File: config.mk
export PLATFORM = sky130hd
export DESIGN_NAME = parking_occupancy_counter
export DESIGN_NICKNAME = d
export VERILOG_FILES = /design/src/rtl/parking_occupancy_counter.sv
export SDC_FILE = /design/constraint.sdc
export NUM_CORES = 1
export LEC_CHECK = 0
export CAP_MARGIN = 20
export CORE_UTILIZATION = 45
export CTS_CLUSTER_DIAMETER = 40
export DETAILED_ROUTE_END_ITERATION = 10
export PLACE_DENSITY = 0.72
export SLEW_MARGIN = 20
export SYNTH_ARGS = -nofsm -noshare
export SYNTH_HDL_FRONTEND = slang
export SYNTH_SLANG_ARGS = --single-unit
File: constraint.sdc
create_clock -name clk -period 2.6 [get_ports clk]
set_input_delay 0.65 -clock clk [delete_from_list [all_inputs] [get_ports clk]]
set_output_delay 0.65 -clock clk [all_outputs]
set_load 0.05 [all_outputs]
File: src/rtl/parking_occupancy_counter.sv
// parking_occupancy_counter: decodes gate beam-break sequences into car entry/exit events and a saturating occupancy count
// Ports:
//   clk    - system clock
//   reset  - synchronous, active-high reset
//   a, b   - outer / inner beam sensors, 1 = beam blocked
//   count  - current occupancy, 0..CAPACITY, feeds the seven-segment decoder
//   enter  - one-cycle pulse on a completed entry sequence (10,11,01,00)
//   exit_p - one-cycle pulse on a completed exit sequence (01,11,10,00)
//   full   - count == CAPACITY
//   empty  - count == 0
// Build option: define PARKING_INPUT_SYNC_EN to pass a and b through two-flop
// synchronizers before the FSM (two extra cycles of latency); leave it undefined
// when the inputs are already synchronous to clk.
module parking_occupancy_counter #(
   parameter int CAPACITY = 25
) (
   input  logic       clk,
   input  logic       reset,
   input  logic       a,
   input  logic       b,
   output logic [4:0] count,
   output logic       enter,
   output logic       exit_p,
   output logic       full,
   output logic       empty
);
   typedef enum logic [2:0] {IDLE, IN1, IN2, IN3, OUT1, OUT2, OUT3, ABORT} state_t;
   state_t     state_q, state_d;
   logic [4:0] count_q;
   logic       enter_q, exit_q;
   logic       ev_in, ev_out;
   logic [1:0] s;
`ifdef PARKING_INPUT_SYNC_EN
   logic [1:0] sync1_q, sync2_q;
   always_ff @(posedge clk) begin
      if (reset) begin
         sync1_q <= 2'b00;
         sync2_q <= 2'b00;
      end else begin
         sync1_q <= {a, b};
         sync2_q <= sync1_q;
      end
   end
   assign s = sync2_q;
`else
   assign s = {a, b};
`endif
   // Each path state holds on its own pattern, steps forward, backs up one step,
   // and drops to IDLE on 00; anything else is a skipped step and aborts.
   always_comb begin
      state_d = ABORT;
      ev_in   = 1'b0;
      ev_out  = 1'b0;
      case (state_q)
         IDLE:  state_d = s == 2'b00 ? IDLE : s == 2'b10 ? IN1 : s == 2'b01 ? OUT1 : ABORT;
         IN1:   state_d = s == 2'b10 ? IN1  : s == 2'b11 ? IN2 : s == 2'b00 ? IDLE : ABORT;
         IN2:   state_d = s == 2'b11 ? IN2  : s == 2'b01 ? IN3 : s == 2'b10 ? IN1  : IDLE;
         IN3: begin
            state_d = s == 2'b01 ? IN3 : s == 2'b11 ? IN2 : s == 2'b00 ? IDLE : ABORT;
            ev_in   = s == 2'b00;
         end
         OUT1:  state_d = s == 2'b01 ? OUT1 : s == 2'b11 ? OUT2 : s == 2'b00 ? IDLE : ABORT;
         OUT2:  state_d = s == 2'b11 ? OUT2 : s == 2'b10 ? OUT3 : s == 2'b01 ? OUT1 : IDLE;
         OUT3: begin
            state_d = s == 2'b10 ? OUT3 : s == 2'b11 ? OUT2 : s == 2'b00 ? IDLE : ABORT;
            ev_out  = s == 2'b00;
         end
         ABORT: state_d = s == 2'b00 ? IDLE : ABORT;
      endcase
   end
   // Events always pulse; the count saturates at both ends.
   always_ff @(posedge clk) begin
      if (reset) begin
         state_q <= IDLE;
         count_q <= 5'd0;
         enter_q <= 1'b0;
         exit_q  <= 1'b0;
      end else begin
         state_q <= state_d;
         enter_q <= ev_in;
         exit_q  <= ev_out;
         if (ev_in && count_q != 5'(CAPACITY))
            count_q <= count_q + 5'd1;
         else if (ev_out && count_q != 5'd0)
            count_q <= count_q - 5'd1;
      end
   end
   assign count  = count_q;
   assign enter  = enter_q;
   assign exit_p = exit_q;
   assign full   = count_q == 5'(CAPACITY);
   assign empty  = count_q == 5'd0;
endmodule

==> results.yml, run 1 <==
routing:
  vias: 864
  drcViolationCount: 2
  vias_per_cell: 5.72
  dr.first_iter.drc_count: 30
  routed_wl_um: 2540
  wl_per_cell_um: 16.8
  ant_nets: 0
  drt-pass1-iter-count: 8
sta:
  period_minus_slack_ns: 2.45
  fmax_ghz: 0.408
  setup_viol: 0
  finalSetupTns_ns: 0
  hold_viol: 0
  relSlewSlack_pct: 62.3
  worstMarginPinSlew_ns: 0.564
  period_share_pct: 94.2
  fin_skew_ns: 0.0108
  report.final.slew_viol_count: 0
  rsz0062_at_grt: "false"
worst_hold_path:
  hold_path_class: "flop to flop"
die:
  std_cell_rows: 14
  die_area_um2: 1880
  core_um2: 1560
  initial_utilization_pct: 49.4
  fp.dieW_um: 43.4
  io_pins: 13
  die_h_um: 43.4
placement:
  dp_cells: 127
  port_buffers: 12
  dpl-instance-area_um2: 983
  dp_hpwl_um: 1300
  place_congestion: 0.799
logic_synthesis:
  ys_warn_count: 0
  synthCells: 91
  netlist.area_leader.share_pct: 26.0
  synth-edff-count: 0
  synth.largest_area_cell: "dfxtp_1"
  yosysUniqueCellTypes: 33
  synth_async_sr_flop_share_pct: 0
  synth_area_um2: 771
  synth_fp_nets: 104
  syn_avg_cell_area_um2: 8.47
  post-synth-top-count-cell: "nor2_1"
  synth_seq_cells: 10
  synthTopCellsByCount: "nor2_1, dfxtp_1, ha_1"
  synth_ff_type: "dfxtp_1"
  synth_area_leaders: "dfxtp_1, ha_1, mux2_2"
  ys_seq_area_share_pct: 26.0
global_route:
  grt_max_degree: 16
  grt_first_pass_wirelength_um: 3930
  grt_pass1_vias: 844
  overflow: 0
  antenna_found_initial: 0
  grt_use_total_pct: 29.9
finish:
  instances_no_fill: 151
  area_growth_pct: 55.8
  drive_above_1_share_pct: 43.7
  n_antenna_cell: 0
  nFillCells: 102
  finalNetCount: 150
  final_cell_area_um2: 1200
  fin_util_pct: 77.0
run:
  cap_violations: 0
setup_path:
  crit_path_start_kind: "primary input"
  critPathKind: "primary input to flop"
  cp.required_ns: 2.81
  crit_path_end_kind: "flop"
  crit_arrival_ns: 2.66
  rrSetupSlack_ns: 0.18
  crit_fanout: 2
clock_network:
  cts_root_buf: "clkbuf_4"
  hold_buffers: 0
  cts_buffer_depth: 2
  cts.sinks: 10
  clk-insertion-delay-late_ns: 0.28
  cts_tree: "yes"
  path_clk_slew_ns: 0.07
  cts_buffers: 3
  h-tree-depth: 1
status:
  violations: "DRC"
  status: "finished, violations left"
pwr:
  ir_worst_vdd_mv: 0.328
  leakage_uw: 0.000546
  total_power_uw: 423
  p_per_area_nw_per_um2: 352
through the flow:
step	setup slack (ns)	hold WS, ns
global route	0.0977	0.612
CTS	0.0530	0.560
detailed placement	-0.495	0.551
finish	0.152	0.573
global placement	-0.404	0.544
floorplan	0.0376	0.472
area by class of cell:
class	instances	area (µm²)	area share [%]
Multi-Input combinational cell	73	586	48.8
Tap cell	16	20.0	1.67
Sequential cell	10	200	16.7
Timing Repair Buffer	44	354	29.5
Clock buffer	3	22.5	1.88
Inverter	5	18.8	1.56
registers in the layout, indices dropped and copies added (netlist names):
name and cells:
count 5, enter 1, exit_p 1, state_q 3
final timing paths:
kind | start | depth (start not counted) | to
worst min-delay path | count[3] | 2 | count[3]
worst min register to register | count[3] | 2 | count[3]
worst max-delay path | a | 17 | enter
worst max register to register | state_q[1] | 14 | enter
placed cells by master (no fill, tap or decap), types with 2 or more instances in the layout:
cell,count
nand4b_1,2
mux2i_1,2
nand2b_1,2
nor2b_1,5
clkdlybuf4s50_1,8
a21oi_1,3
nor3b_1,2
ha_1,6
inv_1,3
mux2_2,5
clkbuf_2,2
inv_2,2
nor2_1,13
ha_4,2
nand2_1,4
o21ai_0,2
dfxtp_1,10
buf_4,32
clkbuf_4,3
a21oi_2,2
nand3_1,3
logic make-up after synthesis:
logic type / synth area share (%)
fa+ha+maj: 15.6
xor+xnor: 1.14
buf+inv: 4.06
compound gates: 17.4
mux: 9.90
flops: 26.0
simple gates: 26.0
where the power goes:
part           switching, µW  internal, µW
clock network           53.9          53.5
logic                   63.6          66.5
registers               23.6           162
total                    141           282
what timing repair did:
action,4_1_cts,5_1_grt
endpoints found under the setup margin,3,5
resized for setup,8,10
buffers inserted,20,1
pin swaps,2,1
metal layers:
metal / track usage (%) / share of wire, % / up-vias
li1: - / - / 411
met1: 34.4 / 41 / 405
met2: 48.2 / 49 / 37
met3: 9.58 / 7.4 / 11
met4: 18.1 / 2.9 / 0
met5: 0 / 0 / -
worst max-delay path, cell delays in order:
cell,delay (ns)
clkbuf_2,0.10
inv_2,0.08
ha_4,0.13
nand4b_1,0.13
buf_4,0.18
buf_4,0.12
buf_4,0.13
buf_4,0.12
buf_4,0.12
buf_4,0.12
buf_4,0.12
buf_4,0.12
buf_4,0.12
buf_4,0.12
buf_4,0.12
buf_4,0.12
nor2_2,0.06
Power figures use the tool's default switching activity.
==> run 2, diff against run 1 <==
SETUP_SLACK_MARGIN = 0.2   (was default)
==> results.yml, run 2 (synthesis results as in run 1) <==
die:
  core_um2: 1560
  die_h_um: 43.4
  initial_utilization_pct: 49.4
  fp.dieW_um: 43.4
  std_cell_rows: 14
  die_area_um2: 1880
  io_pins: 13
pwr:
  seq_power_share_pct: 40.3
  intPower_uw: 307
  ir_worst_vdd_mv: 0.256
  power_frac_clock_pct: 33.0
  leakage_uw: 0.000449
  pwr-share-comb_pct: 26.6
  total_power_uw: 443
  switching_share_pct: 30.9
  p_sw_uw: 137
  p_per_area_nw_per_um2: 412
setup_path:
  crit_path_start_kind: "primary input"
  critPathKind: "primary input to flop"
  cp.required_ns: 2.75
  crit_arrival_ns: 2.47
  crit_fanout: 5
  crit_path_end_kind: "flop"
finish:
  largest_reg_flops: 5
  nFillCells: 121
  final_cell_mix: "nor2_1, buf_4, dfxtp_1"
  finalNetCount: 129
  final_cell_area_um2: 1080
  area_growth_pct: 39.8
  n_antenna_cell: 0
  drive_above_1_share_pct: 35.7
sta:
  relSlewSlack_pct: 66.2
  fmax_ghz: 0.432
  period_minus_slack_ns: 2.32
  hold_viol: 0
  timing.final.ws_setup_ns: 0.283
  rsz0062_at_grt: "false"
  worstMarginPinSlew_ns: 0.506
  report.final.slew_viol_count: 0
  setup_viol: 0
  period_share_pct: 89.1
  whs_ns: 0.588
  fin_skew_ns: 0.00869
global_route:
  antenna_found_initial: 0
  overflow: 0
  grt_pass1_vias: 670
  grt_use_total_pct: 20.6
  grt_first_pass_wirelength_um: 2940
  grt_max_degree: 16
clock_network:
  cts_buffers: 3
  path_clk_slew_ns: 0.08
  hold_buffers: 0
  cts_buffer_depth: 2
  cts_tree: "yes"
  cts_root_buf: "clkbuf_4"
  h-tree-depth: 1
  postCtsSetupBuffers: 0
  clk-insertion-delay-late_ns: 0.27
  cts.sinks: 10
routing:
  wl_per_cell_um: 12.7
  drcViolationCount: 2
  ant_nets: 0
  routed_wl_um: 1660
  vias: 733
  dr.first_iter.drc_count: 18
  vias_per_cell: 5.60
  drt-pass1-iter-count: 7
worst_hold_path:
  hold_path_class: "flop to flop"
run:
  cap_violations: 0
placement:
  dpl-instance-area_um2: 1040
  port_buffers: 12
  post-place-ws_ns: -0.593
  dp_hpwl_um: 1270
  place_congestion: 0.782
status:
  violations: "DRC"
  status: "finished, violations left"
==> run 2: area by class of cell <==
class	instances	area [µm²]	area share, %
repair buffers	23	198	18.4
multi-input cells	73	586	54.4
flip-flops and latches	10	201	18.7
clock buffers	4	36.3	3.37
inverters	5	36.3	3.37
well taps	16	20.0	1.86
==> run 2: worst paths after layout <==
check           start  endpoint  slack (ns)  depth (start not counted)
max                 a  count[4]        0.28                         11
min          count[3]  count[3]        0.59                          2
max reg2reg  count[2]  count[4]        0.42                          8
min reg2reg  count[3]  count[3]        0.59                          2
==> run 2: per-layer routing <==
layer	wire [µm]	vias to the layer above	part of all wire (%)	global-route usage (%)
met5	0	-	0	0
met1	825	342	50	28.7
met2	729	24	44	32.1
met4	0	0	0	5.00
met3	106	0	6.4	5.00
li1	-	367	-	-
==> run 2: per-stage QoR <==
step / util (%) / instances / TNS [ns]
after floorplan: - / 91 / 0
after global placement: 66.9 / 127 / -1.27
after detailed placement: 66.9 / 127 / -1.45
after CTS: 68.9 / 131 / 0
after global routing: 69.1 / 131 / 0
final: 69.1 / 131 / 0
==> run 2: worst max-delay path: stages <==
cell      delay, ns
buf_4          0.11
inv_6          0.03
ha_4           0.14
nand4b_1       0.09
a41o_2         0.19
inv_2          0.05
fa_2           0.35
nand2b_4       0.15
a21oi_2        0.13
mux2i_1        0.22
mux2_2         0.36
==> run 2: power by group through the flow <==
stage | Sequential, µW | Combinational, µW | Clock, µW
6_report | 179 | 118 | 147
3_5_place_dp | 182 | 118 | 0
5_1_grt | 181 | 130 | 159
4_1_cts | 178 | 118 | 149
3_3_place_gp | 182 | 115 | 0
2_1_floorplan | 178 | 84.1 | 0
==> run 2: timing repair <==
item / in CTS / in global routing
pin swaps: 0 / 1
endpoints found under the setup margin: 5 / 1
resized for setup: 9 / 5
==> run 3, diff against run 2 <==
CTS_BUF_LIST = sky130_fd_sc_hd__clkbuf_4 sky130_fd_sc_hd__clkbuf_8   (was default)
==> results of run 3 <==
No change in the layout: final DEF, timing and power equal those of run 2.
